### src/rtl/emmc_blk_arb_if.sv
// Client-side and eMMC-SM-side signal bundle for emmc_blk_arb.
// slave = the arbiter, master = the clients plus eMMC state machine around it.
interface emmc_blk_arb_if #(
    parameter int NREQ = 2
);
    logic [NREQ-1:0]   req_i;
    logic [NREQ-1:0]   we_i;
    logic [8*NREQ-1:0] wdat_i;
    logic [NREQ-1:0]   gnt_o;
    logic [NREQ-1:0]   wrd_o;
    logic [7:0]        rdat_o;
    logic [NREQ-1:0]   rvalid_o;
    logic [NREQ-1:0]   done_o;
    logic [NREQ-1:0]   err_o;
    logic              sm_we_o;
    logic              sm_start_o;
    logic [7:0]        sm_dat_o;
    logic [7:0]        sm_dat_i;
    logic              sm_dvalid_i;
    logic              sm_ready_i;

    modport slave (
        input  req_i, we_i, wdat_i, sm_dat_i, sm_dvalid_i, sm_ready_i,
        output gnt_o, wrd_o, rdat_o, rvalid_o, done_o, err_o,
               sm_we_o, sm_start_o, sm_dat_o
    );

    modport master (
        output req_i, we_i, wdat_i, sm_dat_i, sm_dvalid_i, sm_ready_i,
        input  gnt_o, wrd_o, rdat_o, rvalid_o, done_o, err_o,
               sm_we_o, sm_start_o, sm_dat_o
    );
endinterface

### src/rtl/emmc_blk_arb.sv
// Round-robin single-block arbiter/sequencer for one eMMC SM; start 2 cycles after req+ready, done 1 cycle after ready returns.
// No backpressure: the eMMC SM paces bytes via sm_dvalid_i, write clients must hold their byte until wrd_o.
module emmc_blk_arb #(
    parameter int NREQ      = 2,
    parameter int BLK_BYTES = 512,
    parameter int TIMEOUT   = 65535
) (
    input  logic              clk_i,
    input  logic              rst_i,
    emmc_blk_arb_if.slave     bus
);
    localparam int IW = (NREQ > 1) ? $clog2(NREQ) : 1;
    localparam int CW = $clog2(BLK_BYTES + 1);
    localparam int TW = $clog2(TIMEOUT + 1);

    typedef enum logic [2:0] {
        IDLE,
        GRANT,
        START,
        WAIT_BUSY,
        XFER,
        FIN
    } state_e;

    state_e          state_q, state_d;
    logic [NREQ-1:0] gnt_q, gnt_d;
    logic [IW-1:0]   last_q, last_d;
    logic            sm_we_q, sm_we_d;
    logic [CW-1:0]   cnt_q, cnt_d;
    logic [TW-1:0]   wdog_q, wdog_d;
    logic            err_q, err_d;
    logic [7:0]      rdat_q, rdat_d;
    logic [NREQ-1:0] rvalid_q, rvalid_d;

    logic [IW-1:0]   win;
    logic [IW-1:0]   idx;
    logic            win_vld;
    logic            active;
    logic            stb;
    logic            err_fin;
    logic [7:0]      wsel;

    // Scan upward from last+1, wrapping, so the previous winner is considered last.
    always_comb begin
        win     = last_q;
        win_vld = 1'b0;
        idx     = last_q;
        for (int i = 0; i < NREQ; i++) begin
            idx = (idx == IW'(NREQ - 1)) ? '0 : idx + 1'b1;
            if (!win_vld && bus.req_i[idx]) begin
                win     = idx;
                win_vld = 1'b1;
            end
        end
    end

    assign active  = (state_q == WAIT_BUSY) || (state_q == XFER);
    assign stb     = bus.sm_dvalid_i && active;
    assign err_fin = err_q || (cnt_q != CW'(BLK_BYTES));

    always_comb begin
        state_d = state_q;
        gnt_d   = gnt_q;
        last_d  = last_q;
        sm_we_d = sm_we_q;
        cnt_d   = cnt_q;
        wdog_d  = wdog_q;
        err_d   = err_q;

        if (stb) begin
            if (cnt_q == CW'(BLK_BYTES)) begin
                err_d = 1'b1;
            end else begin
                cnt_d = cnt_q + 1'b1;
            end
        end

        case (state_q)
            IDLE: begin
                if (bus.sm_ready_i && win_vld) begin
                    state_d = GRANT;
                    gnt_d   = NREQ'(1) << win;
                    last_d  = win;
                end
            end
            GRANT: begin
                sm_we_d = |(bus.we_i & gnt_q);
                cnt_d   = '0;
                wdog_d  = '0;
                err_d   = 1'b0;
                state_d = START;
            end
            START: begin
                state_d = WAIT_BUSY;
            end
            WAIT_BUSY: begin
                if (!bus.sm_ready_i) begin
                    state_d = XFER;
                end
            end
            XFER: begin
                if (bus.sm_ready_i) begin
                    state_d = FIN;
                end
            end
            FIN: begin
                gnt_d   = '0;
                state_d = IDLE;
            end
            default: begin
                gnt_d   = '0;
                state_d = IDLE;
            end
        endcase

        // Watchdog overrides any normal transition once the budget is spent.
        if ((state_q == START) || active) begin
            wdog_d = wdog_q + 1'b1;
            if (wdog_q == TW'(TIMEOUT - 1)) begin
                state_d = FIN;
                err_d   = 1'b1;
            end
        end
    end

    always_comb begin
        rdat_d   = rdat_q;
        rvalid_d = '0;
        if (stb && !sm_we_q) begin
            rdat_d   = bus.sm_dat_i;
            rvalid_d = gnt_q;
        end
    end

    always_ff @(posedge clk_i) begin
        if (rst_i) begin
            state_q  <= IDLE;
            gnt_q    <= '0;
            last_q   <= IW'(NREQ - 1);
            sm_we_q  <= 1'b0;
            cnt_q    <= '0;
            wdog_q   <= '0;
            err_q    <= 1'b0;
            rdat_q   <= '0;
            rvalid_q <= '0;
        end else begin
            state_q  <= state_d;
            gnt_q    <= gnt_d;
            last_q   <= last_d;
            sm_we_q  <= sm_we_d;
            cnt_q    <= cnt_d;
            wdog_q   <= wdog_d;
            err_q    <= err_d;
            rdat_q   <= rdat_d;
            rvalid_q <= rvalid_d;
        end
    end

    // One-hot grant makes an OR-mux sufficient and yields zero when nothing is granted.
    always_comb begin
        wsel = '0;
        for (int k = 0; k < NREQ; k++) begin
            if (gnt_q[k]) begin
                wsel = wsel | bus.wdat_i[8*k +: 8];
            end
        end
    end

    assign bus.gnt_o      = gnt_q;
    assign bus.sm_we_o    = sm_we_q;
    assign bus.sm_start_o = (state_q == START);
    assign bus.sm_dat_o   = wsel;
    assign bus.wrd_o      = (stb && sm_we_q) ? gnt_q : '0;
    assign bus.rdat_o     = rdat_q;
    assign bus.rvalid_o   = rvalid_q;
    assign bus.done_o     = (state_q == FIN) ? gnt_q : '0;
    assign bus.err_o      = ((state_q == FIN) && err_fin) ? gnt_q : '0;
endmodule

### src/flat_wrapper.sv
// flat-port wrapper written by rule: the top's interface ports become plain ports
module emmc_blk_arb_flat 
#(
    parameter int NREQ      = 2,
    parameter int BLK_BYTES = 512,
    parameter int TIMEOUT   = 65535
)
  (clk_i, rst_i, bus_req_i, bus_we_i, bus_wdat_i, bus_sm_dat_i, bus_sm_dvalid_i, bus_sm_ready_i, bus_gnt_o, bus_wrd_o, bus_rdat_o, bus_rvalid_o, bus_done_o, bus_err_o, bus_sm_we_o, bus_sm_start_o, bus_sm_dat_o);
  emmc_blk_arb_if #(.NREQ(NREQ)) bus_i ();
  input  logic clk_i;
  input  logic rst_i;
  input wire logic [$bits(bus_i.req_i)-1:0] bus_req_i;
  input wire logic [$bits(bus_i.we_i)-1:0] bus_we_i;
  input wire logic [$bits(bus_i.wdat_i)-1:0] bus_wdat_i;
  input wire logic [$bits(bus_i.sm_dat_i)-1:0] bus_sm_dat_i;
  input wire logic [$bits(bus_i.sm_dvalid_i)-1:0] bus_sm_dvalid_i;
  input wire logic [$bits(bus_i.sm_ready_i)-1:0] bus_sm_ready_i;
  output wire logic [$bits(bus_i.gnt_o)-1:0] bus_gnt_o;
  output wire logic [$bits(bus_i.wrd_o)-1:0] bus_wrd_o;
  output wire logic [$bits(bus_i.rdat_o)-1:0] bus_rdat_o;
  output wire logic [$bits(bus_i.rvalid_o)-1:0] bus_rvalid_o;
  output wire logic [$bits(bus_i.done_o)-1:0] bus_done_o;
  output wire logic [$bits(bus_i.err_o)-1:0] bus_err_o;
  output wire logic [$bits(bus_i.sm_we_o)-1:0] bus_sm_we_o;
  output wire logic [$bits(bus_i.sm_start_o)-1:0] bus_sm_start_o;
  output wire logic [$bits(bus_i.sm_dat_o)-1:0] bus_sm_dat_o;
  assign bus_i.req_i = bus_req_i;
  assign bus_i.we_i = bus_we_i;
  assign bus_i.wdat_i = bus_wdat_i;
  assign bus_i.sm_dat_i = bus_sm_dat_i;
  assign bus_i.sm_dvalid_i = bus_sm_dvalid_i;
  assign bus_i.sm_ready_i = bus_sm_ready_i;
  assign bus_gnt_o = bus_i.gnt_o;
  assign bus_wrd_o = bus_i.wrd_o;
  assign bus_rdat_o = bus_i.rdat_o;
  assign bus_rvalid_o = bus_i.rvalid_o;
  assign bus_done_o = bus_i.done_o;
  assign bus_err_o = bus_i.err_o;
  assign bus_sm_we_o = bus_i.sm_we_o;
  assign bus_sm_start_o = bus_i.sm_start_o;
  assign bus_sm_dat_o = bus_i.sm_dat_o;
  emmc_blk_arb #(.NREQ(NREQ), .BLK_BYTES(BLK_BYTES), .TIMEOUT(TIMEOUT)) u_core (.clk_i(clk_i), .rst_i(rst_i), .bus(bus_i));
endmodule
### config.mk
export PLATFORM = sky130hd
export DESIGN_NAME = emmc_blk_arb_flat
export DESIGN_NICKNAME = d
export VERILOG_FILES = /design/src/rtl/emmc_blk_arb_if.sv /design/src/rtl/emmc_blk_arb.sv /design/src/flat_wrapper.sv
export SDC_FILE = /design/constraint.sdc
export NUM_CORES = 1
export LEC_CHECK = 0
export CAP_MARGIN = 10
export CORE_MARGIN = 2
export CORE_UTILIZATION = 52
export CTS_BUF_LIST = sky130_fd_sc_hd__clkbuf_8 sky130_fd_sc_hd__clkbuf_16
export DETAILED_ROUTE_END_ITERATION = 10
export PLACE_DENSITY = 0.88
export SETUP_SLACK_MARGIN = 0.02
export SYNTH_ARGS = -nofsm -noshare
export SYNTH_HDL_FRONTEND = slang
export SYNTH_SLANG_ARGS = --single-unit
### constraint.sdc
create_clock -name clk_i -period 4.6 [get_ports clk_i]
set_clock_uncertainty 0.15 [all_clocks]
set_input_delay 0.46 -clock clk_i [delete_from_list [all_inputs] [get_ports clk_i]]
set_output_delay 0.46 -clock clk_i [all_outputs]
set_load 0.005 [all_outputs]
Word-level counts from Yosys, hierarchy flattened

Index checks and enable logic that the tools add are counted.

Bits in registers: 44
Input bits: 32
Output and inout port bits: 28
Logic and storage cells: 80

Add/subtract/negate cells: 4
$lt $le $gt $ge: 2
Eq/ne operators: 9
Shift-type cells: 1
Muxes and demuxes: 30
Bitwise operators: 5
Reduce and logical (&&, ||, !) cells: 20

Operators by type and width:

| operator                | count |
|---|---|
| $mux W16                | 2 |
| $add A16 B1 Y16 const B | 1 |
| $eq A16 B16 Y1 const B  | 1 |
| $mux W8                 | 2 |
| $mux W1                 | 15 |
| $mux W3                 | 5 |
| $pmux W3 S5             | 1 |
| $add A10 B1 Y10 const B | 1 |
| $eq A10 B10 Y1 const B  | 1 |
| $ne A10 B10 Y1 const B  | 1 |
| $mux W2                 | 4 |
| $or A8 B8 Y8            | 1 |
| $eq A3 B2 Y1 const B    | 2 |
| $eq A3 B3 Y1 const B    | 2 |
| $logic_and A1 B1 Y1     | 6 |
| $reduce_and A2 Y1       | 3 |
| $reduce_or A2 Y1        | 3 |
| $lt A1 B2 Y1 const B    | 2 |
| $pmux W2 S2             | 1 |
| $reduce_or A4 Y1        | 1 |
| $eq A3 B1 Y1 const B    | 1 |
| $logic_not A3 Y1        | 1 |
| $logic_or A1 B1 Y1      | 3 |
| $not A1 Y1              | 3 |
| 6 further kinds         | 8 |

Longest topological paths before layout

Depth after elaboration: 13
Depth in mapped cells: 7
Depth with buffers taken out: 6

Worst setup path before layout

OpenSTA, ideal clock, no wires.

Path kind: reg-to-output
From: reg u_core.state_q[2]
To: out bus_wrd_o[0]
Arrival time: 1.478 ns
Required time: 3.990 ns
Path slack: 2.512 ns
Cell stages (with the launch flop): 6
Path buffers: 2
Cells stage by stage: dfxtp_1 > buf_2 > or3b_2 > clkbuf_1 > a21oi_1 > and3_1

Cells in the longest elaborated chain, start to end: 5
Elaborated cells between the ends (all ways): 6
Classes of those cells: eq/ne (2); mux (1); reduce/logical (3)

RTL lines:

| what                                         | RTL line            | RTL |
|---|---|---|
| from (decl)                                  | emmc_blk_arb.sv:25  | `state_e state_q, state_d;` |
| from (signal assigned)                       | emmc_blk_arb.sv:147 | `state_q <= state_d;` |
| $eq A3 B2 Y1 or $eq A3 B3 Y1 (tied branches) | emmc_blk_arb.sv:57  | `assign active = (state_q == WAIT_BUSY) \|\| (state_q == XFER);` |
| $logic_or A1 B1 Y1 (*)                       | emmc_blk_arb.sv:57  |  |
| $logic_and A1 B1 Y1 (*)                      | emmc_blk_arb.sv:58  | `assign stb = bus.sm_dvalid_i && active;` |
| $logic_and A1 B1 Y1 (*)                      | emmc_blk_arb.sv:173 | `assign bus.wrd_o = (stb && sm_we_q) ? gnt_q : '0;` |
| $mux W2 (*)                                  | emmc_blk_arb.sv:173 |  |
| to (decl)                                    | flat_wrapper.sv:19  | `output wire logic [$bits(bus_i.wrd_o)-1:0] bus_wrd_o;` |

Mark *: on every way between the ends. The rest lies on a longest branch, timed or not.

Final worst setup path

Same ends and word-level chain as after synthesis.

==> flow_metrics.tcl <==
set metrics [dict create \
    pwr-share-seq_pct 50.3 \
    clock_sinks 44 \
    critPathKind "reg2out" \
    ctsResizeCount 0 \
    p_switching_mw 0.204 \
    wl_met3_um 221 \
    fin_setup_tns_ns 0 \
    netlist_area_um2 2220 \
    vias_per_cell 5.86 \
    grt_remaining_overflow 0 \
    powerDensity_nw_per_um2 279 \
    relSlewSlack_pct 49.3 \
    die_area_um2 4820 \
    period_minus_slack_ns 3.19 \
    synthFlopType "dfxtp_1" \
    area_growth_pct 31.6 \
    portBuffers 59 \
    hold_slack_ns 0.323 \
    place_congestion 0.870 \
    hold_depth 2 \
    start_util_pct 54.8 \
    ys_warn_count 0 \
    fin_crit_sh_pct 69.3 \
    seq_area_um2 881 \
    die_h_um 69.4 \
    antennaDiodeCount 0 \
    final_nets 360 \
    filler_cell_count 343 \
    yosysTopAreaCell "dfxtp_1" \
    grtUsageTotal_pct 24.3 \
    end_kind "output pin" \
    required_ns 3.99 \
    rsz0062_at_grt "no" \
    wl_per_cell_um 15.3 \
    dr.pass1.iters 4 \
    critPathMaxStageDelay_ns 0.65 \
    grt_pass1_wl_mm 9.58 \
    core_um2 4060 \
    cpMaxStageDelayCell "dfxtp_1" \
    vias 2196 \
    ir_drop_uv 256 \
    synth.area.top_cells "dfxtp_1, a21oi_1, o21ai_0" \
    ys_seq_area_share_pct 39.6 \
    status "finished, final reports clean" \
    routed-wl-met2_mm 2.93 \
    cap_violations 0 \
    leakagePower_nw 0.969 \
    internal_power_mw 0.613 \
    hold_viol_final 0 \
    clk_latency_ns 0.30 \
    grt_pass1_vias 2038 \
    syn_area_per_cell_um2 8.15 \
    final_common_cell "clkdlybuf4s50_1" \
    top_layer "met4" \
    routed_wl_mm 5.72 \
    cts_buffers 5 \
    cts_hold_buffers 0 \
    hold_path_class "reg2reg" \
    tritoncts "yes" \
    drive_gt1_share_pct 4.00 \
    clk_path_buf_depth 2 \
    cts_max_level 2 \
    final_antenna_net_count 0 \
    syn_inst 273 \
    multiInputGateArea_um2 1260 \
    met1_length_mm 2.44 \
    antenna_found_initial 0 \
    post_cts_buffers 0 \
    clk_pin_slew_ns 0.08 \
    clock.fmax_ghz 0.314 \
    crit_path_max_fanout 19 \
    cp.arrival_ns 2.58 \
    switching_share_pct 25.0 \
    rows 23 \
    critPathLaunchType "flip-flop" \
    comb_power_share_pct 13.5 \
    setup_viol 0 \
    clkPwrFrac_pct 36.2 \
    dp_hpwl_mm 4.14 \
    synth-edff-count 0 \
    io_pins 60 \
    drt_iter0_drc 113 \
    drv_slew 0 \
    synth_top_area_share_pct 39.6 \
    grt_max_degree 25 \
    ys_seq_elements 44 \
    synth_nets 309 \
    tightest_slew_ns 0.759 \
    reg2reg_depth 4 \
    post-route-drc-count 0 \
    async_flop_share_pct 0 \
    clockRootBuffer "clkbuf_8" \
    cp_cell_sequence "or3b_2 -> a21oi_1 -> and3_1 -> clkdlybuf4s50_1" \
    die_w_um 69.4 \
    layout_common_cells "clkdlybuf4s50_1, dfxtp_1, a21oi_1" \
    synth_cell_types 43 \
]
## power by group through the flow
stage / Combinational [mW] / Clock, mW / Sequential, mW
floorplan: 0.0608 / 0 / 0.406
global placement: 0.108 / 0 / 0.418
detailed placement: 0.110 / 0 / 0.419
CTS: 0.111 / 0.300 / 0.410
global route: 0.120 / 0.316 / 0.414
finish: 0.110 / 0.296 / 0.411
## final timing paths
check / start / endpoint / slack, ns
worst max-delay path: u_core.state_q[2] / bus_wrd_o[0] / 1.41
worst min-delay path: u_core.bus.rdat_o[5] / u_core.bus.rdat_o[5] / 0.32
worst max register to register: u_core.state_q[2] / u_core.bus.rdat_o[0] / 2.21
worst min register to register: u_core.bus.rdat_o[5] / u_core.bus.rdat_o[5] / 0.32
## synth_stat cells, types with 4 or more instances
cell type	n
dfxtp_1	44
a21oi_1	33
nand2_1	20
nor2_1	20
o21ai_0	18
nand3_1	12
clkbuf_1	11
or3_1	10
nand4_1	9
a22o_1	8
and3_1	6
inv_1	6
nor2b_1	6
or4_1	6
xor2_1	6
nor3_1	5
o31ai_1	5
buf_2	4
ha_1	4
## final cells by class
class / instances / share of cell area, %
tap: 50 / 2.14
inverter: 6 / 0.769
timing repair buffer: 59 / 20.2
clock inverter: 3 / 1.45
sequential: 44 / 30.1
multi-input combinational: 208 / 43.0
clock buffer: 5 / 2.35
## through the flow
step / instance area [um2] / total power, mW / cells / setup WS (ns) / util, %
global placement: 2820 / 0.526 / 367 / 1.82 / 69.4
floorplan: 2220 / 0.467 / 273 / 2.51 / -
CTS: 2930 / 0.821 / 375 / 1.43 / 72.2
finish: 2930 / 0.817 / 375 / 1.41 / 72.2
detailed placement: 2820 / 0.529 / 367 / 1.78 / 69.4
global route: 2930 / 0.850 / 375 / 1.27 / 72.2
## state kept, by name, summed over array words and instances (netlist names)
name,cells
u_core.bus.sm_we_o,1
u_core.wdog_q,16
u_core.err_q,1
u_core.cnt_q,10
u_core.bus.gnt_o,2
u_core.last_q,1
u_core.state_q,3
u_core.bus.rvalid_o,2
u_core.bus.rdat_o,8
## layer usage
metal  vias up  GRT usage, %
li1       1107             -
met2        47          41.1
met1      1029          29.6
met5         -             0
met4         0          9.59
met3        13          5.96
## critical path: cells and delay by family (launching register included)
kind                   cells  cell delay, ns
AND/OR/NAND/NOR            2            0.78
flip-flops                 1            0.65
AO/OA/AOI/OAI              1            0.34
buffers and inverters      1            0.50
## cell families after synthesis
logic type      count (synthesis)  share of synthesized area (%)
xor+xnor                        9                           3.54
compound gates                 81                           22.7
fa+ha+maj                       5                           2.70
flops                          44                           39.6
simple gates                  113                           27.7
buf+inv                        21                           3.77
(Power assumes the default switching activity.)
